## src/rtl/clint_bus_arbiter.sv

```systemverilog
// Round-robin arbiter that shares one CLINT slave port among N_MASTERS
// core data-bus requesters. One transaction is in flight at a time: a request
// is latched in IDLE, presented to the slave in BUSY until it answers or the
// timeout expires, and the result is returned to the winner in DONE.
module clint_bus_arbiter #(
    parameter int N_MASTERS = 2,
    parameter int ADDR_W    = 32,
    parameter int DATA_W    = 32,
    parameter int TIMEOUT   = 16
) (
    input  logic                            clk,
    input  logic                            reset,
    input  logic [N_MASTERS-1:0]            m_valid,
    input  logic [N_MASTERS*ADDR_W-1:0]     m_address,
    input  logic [N_MASTERS*DATA_W-1:0]     m_wdata,
    input  logic [N_MASTERS*DATA_W/8-1:0]   m_wstrb,
    output logic [N_MASTERS*DATA_W-1:0]     m_rdata,
    output logic [N_MASTERS-1:0]            m_ready,
    output logic                            s_valid,
    output logic [ADDR_W-1:0]               s_address,
    output logic [DATA_W-1:0]               s_wdata,
    output logic [DATA_W/8-1:0]             s_wstrb,
    input  logic [DATA_W-1:0]               s_rdata,
    input  logic                            s_ready,
    output logic                            timeout_err,
    output logic                            busy
);

    localparam int STRB_W = DATA_W / 8;
    localparam int GW     = (N_MASTERS > 1) ? $clog2(N_MASTERS) : 1;
    localparam int CW     = (TIMEOUT > 0) ? $clog2(TIMEOUT + 1) : 1;
    localparam bit TO_EN  = (TIMEOUT != 0);

    // Counter value seen in the last permitted BUSY cycle.
    localparam logic [CW-1:0] TO_LAST   = CW'((TIMEOUT > 0) ? (TIMEOUT - 1) : 0);
    // Last grant starts at the highest index so master 0 is first in line.
    localparam logic [GW-1:0] LAST_INIT = GW'(N_MASTERS - 1);

    typedef enum logic [1:0] {
        ST_IDLE = 2'd0,
        ST_BUSY = 2'd1,
        ST_DONE = 2'd2
    } state_t;

    state_t              r_state;
    state_t              w_next;

    logic [GW-1:0]       r_grant;
    logic [GW-1:0]       r_last_grant;
    logic [ADDR_W-1:0]   r_addr;
    logic [DATA_W-1:0]   r_wdata;
    logic [STRB_W-1:0]   r_wstrb;
    logic [DATA_W-1:0]   r_rdata;
    logic [CW-1:0]       r_count;
    logic                r_timed_out;

    logic                w_found;
    logic [GW-1:0]       w_win;
    logic [ADDR_W-1:0]   w_sel_addr;
    logic [DATA_W-1:0]   w_sel_wdata;
    logic [STRB_W-1:0]   w_sel_wstrb;
    logic                w_to_hit;

    // Round-robin scan: first requester at last_grant+1, +2, ... modulo N.
    always_comb begin
        w_found = 1'b0;
        w_win   = '0;
        for (int k = 1; k <= N_MASTERS; k++) begin
            for (int i = 0; i < N_MASTERS; i++) begin
                if (!w_found && m_valid[i] &&
                    (i == ((int'(r_last_grant) + k) % N_MASTERS))) begin
                    w_found = 1'b1;
                    w_win   = GW'(i);
                end
            end
        end
    end

    // Mux the winning master's request fields for latching.
    always_comb begin
        w_sel_addr  = '0;
        w_sel_wdata = '0;
        w_sel_wstrb = '0;
        for (int i = 0; i < N_MASTERS; i++) begin
            if (GW'(i) == w_win) begin
                w_sel_addr  = m_address[i*ADDR_W +: ADDR_W];
                w_sel_wdata = m_wdata[i*DATA_W +: DATA_W];
                w_sel_wstrb = m_wstrb[i*STRB_W +: STRB_W];
            end
        end
    end

    // State register.
    always_ff @(posedge clk) begin
        if (reset) begin
            r_state <= ST_IDLE;
        end else begin
            r_state <= w_next;
        end
    end

    // Next-state decode and all state-derived outputs.
    always_comb begin
        w_next      = r_state;
        w_to_hit    = 1'b0;
        s_valid     = 1'b0;
        busy        = 1'b0;
        timeout_err = 1'b0;
        m_ready     = '0;
        m_rdata     = '0;
        unique case (r_state)
            ST_IDLE: begin
                if (w_found) begin
                    w_next = ST_BUSY;
                end
            end
            ST_BUSY: begin
                s_valid = 1'b1;
                busy    = 1'b1;
                // A slave answer in the final allowed cycle beats the timeout.
                if (s_ready) begin
                    w_next = ST_DONE;
                end else if (TO_EN && (r_count == TO_LAST)) begin
                    w_next   = ST_DONE;
                    w_to_hit = 1'b1;
                end
            end
            ST_DONE: begin
                busy        = 1'b1;
                timeout_err = r_timed_out;
                w_next      = ST_IDLE;
                for (int i = 0; i < N_MASTERS; i++) begin
                    if (GW'(i) == r_grant) begin
                        m_ready[i]                   = 1'b1;
                        m_rdata[i*DATA_W +: DATA_W]  = r_rdata;
                    end
                end
            end
            default: begin
                w_next = ST_IDLE;
            end
        endcase
    end

    // Grant, request copies, response capture and BUSY-cycle counter.
    always_ff @(posedge clk) begin
        if (reset) begin
            r_grant      <= '0;
            r_last_grant <= LAST_INIT;
            r_addr       <= '0;
            r_wdata      <= '0;
            r_wstrb      <= '0;
            r_rdata      <= '0;
            r_count      <= '0;
            r_timed_out  <= 1'b0;
        end else begin
            case (r_state)
                ST_IDLE: begin
                    if (w_found) begin
                        r_grant     <= w_win;
                        r_addr      <= w_sel_addr;
                        r_wdata     <= w_sel_wdata;
                        r_wstrb     <= w_sel_wstrb;
                        r_count     <= '0;
                        r_timed_out <= 1'b0;
                    end
                end
                ST_BUSY: begin
                    if (s_ready) begin
                        r_rdata     <= s_rdata;
                        r_timed_out <= 1'b0;
                    end else if (w_to_hit) begin
                        r_rdata     <= '0;
                        r_timed_out <= 1'b1;
                    end
                    // With no timeout configured the counter stays parked at 0.
                    if (TO_EN) begin
                        r_count <= r_count + 1'b1;
                    end
                end
                ST_DONE: begin
                    r_last_grant <= r_grant;
                    r_count      <= '0;
                    r_timed_out  <= 1'b0;
                end
                default: begin
                    r_count <= '0;
                end
            endcase
        end
    end

    assign s_address = r_addr;
    assign s_wdata   = r_wdata;
    assign s_wstrb   = r_wstrb;

endmodule

```

## config.mk

```make
export PLATFORM = sky130hd
export DESIGN_NAME = clint_bus_arbiter
export DESIGN_NICKNAME = d
export VERILOG_FILES = /design/src/rtl/clint_bus_arbiter.sv
export SDC_FILE = /design/constraint.sdc
export NUM_CORES = 1
export LEC_CHECK = 0
export BUFFER_PORTS_ARGS = -buffer_cell sky130_fd_sc_hd__buf_2
export CORE_AREA = 10 10 115 117
export CTS_CLUSTER_SIZE = 14
export DETAILED_ROUTE_END_ITERATION = 16
export DIE_AREA = 0 0 125 127
export PLACE_DENSITY = 0.91
export RECOVER_POWER = 25
export SLEW_MARGIN = 25
export SYNTH_ARGS = -nofsm -noshare
export SYNTH_HDL_FRONTEND = slang
export SYNTH_SLANG_ARGS = --single-unit
```

## constraint.sdc

```tcl
create_clock -name clk -period 3.01 [get_ports clk]
set_input_delay 0 -clock clk [delete_from_list [all_inputs] [get_ports clk]]
set_output_delay 0 -clock clk [all_outputs]
set_load 0.02 [all_outputs]
```

==> results of run 1 <==
## cell usage in the layout, fill, tap and decap left out, types with 2 or more instances in the layout
cell type | Yosys | routed
a31oi_1 | 3 | 3
a22oi_1 | 32 | 32
nor2_1 | 102 | 102
o21ai_0 | 2 | 2
dfxtp_1 | 110 | 110
clkbuf_1 | 30 | 62
clkbuf_16 | 0 | 9
nand2_1 | 141 | 141
buf_2 | 22 | 247
and2_1 | 35 | 34
buf_4 | 3 | 8
and3_1 | 33 | 33
or3_1 | 2 | 2
ha_1 | 6 | 6
a21oi_1 | 5 | 5
inv_1 | 6 | 6
diode_2 | 0 | 9
dlygate4sd3_1 | 0 | 168
clkbuf_8 | 0 | 2
nand3_1 | 3 | 3
a311oi_1 | 69 | 69
## routing by layer
metal / vias up / share of wire / GRT usage
li1: 3054 / - / -
met1: 3161 / 0.34 / 0.303
met2: 497 / 0.49 / 0.512
met3: 131 / 0.10 / 0.0980
met4: 2 / 0.066 / 0.181
met5: - / 0.00051 / 0
## tightest hold or removal path: cells and delay by family
family	cells	cell delay, ns
buffers and inverters	1	0.12
and+or+nand+nor	1	0.10
AOI/OAI and AO/OA	1	0.08
## logic make-up (layout without fill, tap and decap cells)
family / Yosys count / count (layout) / synth area share
DFF: 110 / 110 / 0.443
muxes: 1 / 1 / 0.00201
buffers and inverters: 66 / 508 / 0.0609
and+or+nand+nor: 324 / 324 / 0.288
other: 0 / 9 / 0
adders and majority gates: 6 / 6 / 0.0151
AOI/OAI and AO/OA: 117 / 117 / 0.191
## how the worst max path moves through the flow
stage                                  startpoint                    endpoint
final                     r_state[0]$_SDFFE_PP0P_  s_address[16]$_SDFFE_PP0P_
after global routing      r_state[0]$_SDFFE_PP0P_  s_address[16]$_SDFFE_PP0P_
after CTS                 r_state[0]$_SDFFE_PP0P_  s_address[11]$_SDFFE_PP0P_
after detailed placement  r_state[0]$_SDFFE_PP0P_  s_address[11]$_SDFFE_PP0P_
after global placement    r_state[1]$_SDFFE_PP0P_    r_rdata[29]$_SDFFE_PP0P_
after floorplan           r_count[0]$_SDFFE_PP0P_     r_rdata[0]$_SDFFE_PP0P_
## registers in the layout, summed over array words and instances, names as in the netlist
| register | cells |
|---|---|
| s_wstrb | 4 |
| r_count | 5 |
| r_timed_out | 1 |
| s_wdata | 32 |
| r_state | 2 |
| r_grant | 1 |
| r_last_grant | 1 |
| s_address | 32 |
| r_rdata | 32 |
## metrics by stage
step,power [mW],setup WS [ns]
2_1_floorplan,2.31,1.33
3_3_place_gp,2.64,0.931
3_5_place_dp,2.67,1.04
4_1_cts,4.08,0.506
5_1_grt,4.31,0.154
6_report,4.16,0.385
## layout make-up
type	instances	area (µm²)	share of cell area
antenna	9	22.5	0.00267
clock buffer	12	256	0.0304
clock inverter	4	30.0	0.00356
inverter	6	22.5	0.00267
multi-input combinational	448	2480	0.294
sequential	110	2200	0.261
tap	143	179	0.0212
timing repair buffer	486	3240	0.384
## power by group
group / internal (mW) / total, mW / switching [mW]
clock: 0.612 / 1.16 / 0.550
sequential: 1.61 / 1.73 / 0.115
combinational: 0.545 / 1.27 / 0.725
## repair_timing
item                                   in CTS  in global routing
buffers inserted                            0                  0
hold buffers                              168                  0
resized for setup                           0                  0
endpoints found under the hold margin     100                  0
==> flow_summary.ini, run 1 <==
[synthesis]
synth_top_area_frac = 0.443
synthMostInstantiatedCell = nand2_1
ys.flop_type = dfxtp_1
avgSynthCellArea_um2 = 7.96
synth.cell_area_mm2 = 0.00497
async_flop_share = 0
yosysTopAreaCell = dfxtp_1
yosysSeqAreaShare = 0.443
syn_nets = 803
synth_seq_cells = 110
yosysWarnings = 0
synthCells = 624
synthDistinctLibCells = 35
synth_commonest_cells = 141 x nand2_1, 110 x dfxtp_1, 102 x nor2_1
yosys-top-cells-area = dfxtp_1 44%, a311oi_1 12%, nand2_1 11%
synth_edf_count = 0

[placement]
dp.cells = 1025
dpl_cell_area_mm2 = 0.00652
io_buffers = 309
place.gp.congestion = 0.880
place_hpwl_mm = 14.3

[timing]
worst_pin_slew_ns = 0.997
tns_ns = 0
layout_min_cycle_time_ns = 2.63
finalHoldViolations = 0
fin_skew_ns = 0.00990
post-route-period-util = 0.872
worst_hold_slack_ns = 0.00687
max_freq_mhz = 381
finalMaxSlewViolations = 0
rsz0062_at_grt = no
slew_headroom = 0.334
setup_viol = 0

[setup_path]
critical_path.endpoint_type = flip-flop
required_ns = 3.29
timing.rr.end = s_address[16]$_SDFFE_PP0P_
ff2ff_path_depth = 7
cp_num_buf_inv = 3
cp.depth = 7
path_cells = inv_1 > ha_1 > o21a_4 > buf_4 > nor2_1 > a311oi_1 > dlygate4sd3_1
startpoint_type = flip-flop
cpLargestDelayFamily = buffers and inverters
cp_slowest_cell = dlygate4sd3_1
cpPeakStageDelay_ns = 0.63
r2r_slack_ns = 0.38
critPathMaxFanout = 55
arrival_ns = 2.91
worst_r2r_startpoint = r_state[0]$_SDFFE_PP0P_
crit_type = flip-flop to flip-flop

[pwr]
p_per_area_mw_per_mm2 = 493
peakVddDrop_mv = 0.270
leakage_nw = 4.10

[route]
drc_errors = 0
num_vias = 6845
routedWlPerCell_um = 21.0
wl_mm = 25.6
first_pass_iters = 6
vias_per_cell = 5.62
drt_iter0_markers = 944
ant_nets = 0

[die]
die_h_um = 127
rows = 39
die-area_mm2 = 0.0159
fp.coreArea_mm2 = 0.0111
start_util = 0.447
chipWidth_um = 125
top_level_ports = 310

[min_path]
hold_class = input pin to flip-flop
holdPathEnd = r_timed_out$_SDFFE_PP0P_
worstHoldStart = s_ready
hold_depth = 3

[cts]
clk_pin_slew_ns = 0.08
cts_tree = done
clk-insertion-delay-late_ns = 0.35
htree_levels = 3
clock-root-buffer = clkbuf_16
cts_num_sinks = 110
numCtsBuffers = 9
clock_path_buffers = 2

[final_layout]
final_layout_size_suffix_gt1_frac = 0.263
stdcell_area_mm2 = 0.00843
fill_cells = 775
fin_cells = 1218
layout.nets = 1240
area_growth_pct = 69.8
utilization = 0.758

[global_routing]
grt_remaining_overflow = 0
grt_pass1_vias = 6927
grt_max_degree = 111
antenna_found_initial = 10
grt_pass1_wl_mm = 38.6
grt_use_total = 0.295

[status]
outcome = finished clean

[job]
maxCapViolations = 0
Power figures use the tool's default switching activity.
==> inputs of run 2 (changes only) <==
Settings changed: ABC_AREA from default to 1, CORE_AREA 10 10 115 117 to 10 10 123 125, DIE_AREA 0 0 125 127 to 0 0 133 135, PLACE_DENSITY 0.91 to 0.9.
==> run 2 against run 1 <==
  * First-iteration DRC count down 24%
  * Setup slack worse by 0.022 ns
  * Final cell count up 34%
  * Critical path depth up 2
  * Clock power about the same
  * Synthesized area up 19%
  * Clock skew down 0.00067 ns
  * Die area up 13%
  * Highest routed layer is now met4
==> flow_summary.ini, run 2 <==
[pwr]
p_per_area_mw_per_mm2 = 484
peakVddDrop_mv = 0.271
leakage_nw = 4.89
power.total_mw = 4.39

[die]
die-area_mm2 = 0.0180
chipWidth_um = 133
top_level_ports = 310
rows = 41
fp.coreArea_mm2 = 0.0126
die_h_um = 135
start_util = 0.471

[synthesis]
synth_commonest_cells = 354 x nand2_1, 280 x nor2_1, 182 x inv_1
synthCells = 1043
yosysTopAreaCell = dfxtp_1
synthDistinctLibCells = 20
synth_top_area_frac = 0.372
yosys-top-cells-area = dfxtp_1 37%, nand2_1 22%, nor2_1 18%
synth.cell_area_mm2 = 0.00592
async_flop_share = 0
yosysSeqAreaShare = 0.372
avgSynthCellArea_um2 = 5.68
synth_seq_cells = 110
syn_nets = 1222
yosysWarnings = 0
ys.flop_type = dfxtp_1
synth_edf_count = 0
synthMostInstantiatedCell = nand2_1

[cts]
htree_levels = 3
clk-insertion-delay-late_ns = 0.34
cts_num_sinks = 110
cts_tree = done
numCtsBuffers = 9
cts_resized = 0
clock-root-buffer = clkbuf_16
postCtsSetupRepairBufs = 0
clk_pin_slew_ns = 0.07
clock_path_buffers = 2

[timing]
finalHoldViolations = 0
post-route-period-util = 0.880
layout_min_cycle_time_ns = 2.65
tns_ns = 0
rsz0062_at_grt = no
max_freq_mhz = 378
slew_headroom = 0.336
worst_pin_slew_ns = 0.995
fin_skew_ns = 0.00923
setup_viol = 0
finalMaxSlewViolations = 0

[min_path]
hold_depth = 5
holdPathEnd = s_address[23]$_SDFFE_PP0P_
worstHoldStart = m_address[23]
hold_class = input pin to flip-flop

[global_routing]
antenna_found_initial = 7
grt_max_degree = 104
grt_remaining_overflow = 0
grt_pass1_vias = 7993
grt_use_total = 0.280
grt_pass1_wl_mm = 41.3

[setup_path]
arrival_ns = 2.89
path_cells = inv_1 > ha_1 > nand2_2 > inv_2 > buf_4 > nand2_1 > nor2_1 > dlygate4sd3_1 > nor2_1
critical_path.endpoint_type = flip-flop
startpoint_type = flip-flop
cpPeakStageDelay_ns = 0.63
timing.rr.end = s_wdata[28]$_SDFFE_PP0P_
worst_r2r_startpoint = r_state[0]$_SDFFE_PP0P_
cp_slowest_cell = dlygate4sd3_1
required_ns = 3.25
ff2ff_path_depth = 9
crit_top_cell = nor2_1
critPathMaxFanout = 30
crit_type = flip-flop to flip-flop
r2r_slack_ns = 0.36

[placement]
place.gp.congestion = 0.871
io_buffers = 309
place_hpwl_mm = 14.8

[route]
vias_per_cell = 4.93
drt_iter0_markers = 721
num_vias = 8078
routedWlPerCell_um = 16.2
wl_mm = 26.5
first_pass_iters = 5
ant_nets = 0
drc_errors = 0

[final_layout]
final_common_cell = nand2_1
final_cell_mix = 353 x nand2_1, 280 x nor2_1, 248 x buf_2
area_growth_pct = 53.1
final_layout_size_suffix_gt1_frac = 0.191
layout.nets = 1632
fill_cells = 873

[job]
maxCapViolations = 0

[status]
outcome = finished clean
## run 2: cell types whose count changed in the layout (fill, tap and decap cells not counted), sizes merged, moves of 32 or more
cell	delta
dlygate4sd3	-32
a21oi	+34
a22oi	-32
and2	-35
inv	+180
a311oi	-69
and3	-33
nor2	+178
nand2	+214
## run 2: per-layer routing
metal	wire length (µm)	track usage	vias up
met2	12500	0.475	591
met3	3150	0.0987	150
met4	1800	0.188	0
li1	-	-	3790
met5	0	0	-
met1	9070	0.286	3547
## run 2: stage by stage
step	cell area, µm²	setup WS (ns)	cells	util	hold WS, ns
3_5_place_dp	7470	1.11	1478	0.594	0.260
4_1_cts	9120	0.618	1630	0.726	0.0000579
5_1_grt	9060	0.181	1636	0.721	0.0116
6_report	9070	0.363	1637	0.721	0.00926
2_1_floorplan	5920	1.40	1043	-	0.147
3_3_place_gp	7470	1.20	1478	0.594	0.255
## run 2: cells by family (layout without fill, tap and decap cells)
family	count (synthesis)	count (layout)	synth area share
AND/OR/NAND/NOR	642	642	0.410
flip-flops	110	110	0.372
other	0	7	0
AO/OA/AOI/OAI	43	43	0.0368
buffers and inverters	240	655	0.166
XOR/XNOR	2	2	0.00296
adder cells (fa/ha/maj)	6	6	0.0127
## run 2: layout make-up
type / instances / area (µm²) / share of cell area
tap: 172 / 215 / 0.0237
multi-input combinational: 693 / 2750 / 0.303
clock buffer: 11 / 233 / 0.0257
sequential: 110 / 2200 / 0.243
inverter: 186 / 698 / 0.0770
clock inverter: 5 / 58.8 / 0.00649
timing repair buffer: 453 / 2890 / 0.319
antenna: 7 / 17.5 / 0.00193
## run 2: worst max-delay path, delay by kind of cell, from the launching register on
family | cells | cell delay, ns
fa+ha+maj | 1 | 0.23
flops | 1 | 0.35
buf+inv | 4 | 1.55
simple gates | 4 | 0.41
## run 2: timing repair
item,in CTS,in global routing
setup endpoints to repair,0,0
endpoints found under the hold margin,99,0
hold buffers,136,0
## run 2: worst max-delay path by stage
| stage | start | endpoint | slack [ns] | cells after the start |
|---|---|---|---|---|
| 2_1_floorplan | r_state[0]$_SDFFE_PP0P_ | m_rdata[10] | 1.40 | 7 |
| 3_3_place_gp | r_state[1]$_SDFFE_PP0P_ | r_rdata[29]$_SDFFE_PP0P_ | 1.20 | 6 |
| 3_5_place_dp | r_state[1]$_SDFFE_PP0P_ | r_rdata[31]$_SDFFE_PP0P_ | 1.11 | 6 |
| 4_1_cts | r_state[0]$_SDFFE_PP0P_ | s_wdata[16]$_SDFFE_PP0P_ | 0.62 | 9 |
| 5_1_grt | r_state[0]$_SDFFE_PP0P_ | s_wdata[28]$_SDFFE_PP0P_ | 0.18 | 9 |
| 6_report | r_state[0]$_SDFFE_PP0P_ | s_wdata[28]$_SDFFE_PP0P_ | 0.36 | 9 |
## run 2: power by group
part	switching (mW)	total (mW)	leakage, nW	internal, mW
Clock	0.536	1.18	0.136	0.649
Sequential	0.0970	1.72	0.907	1.62
Combinational	0.934	1.48	3.85	0.550
Total	1.57	4.39	4.89	2.82
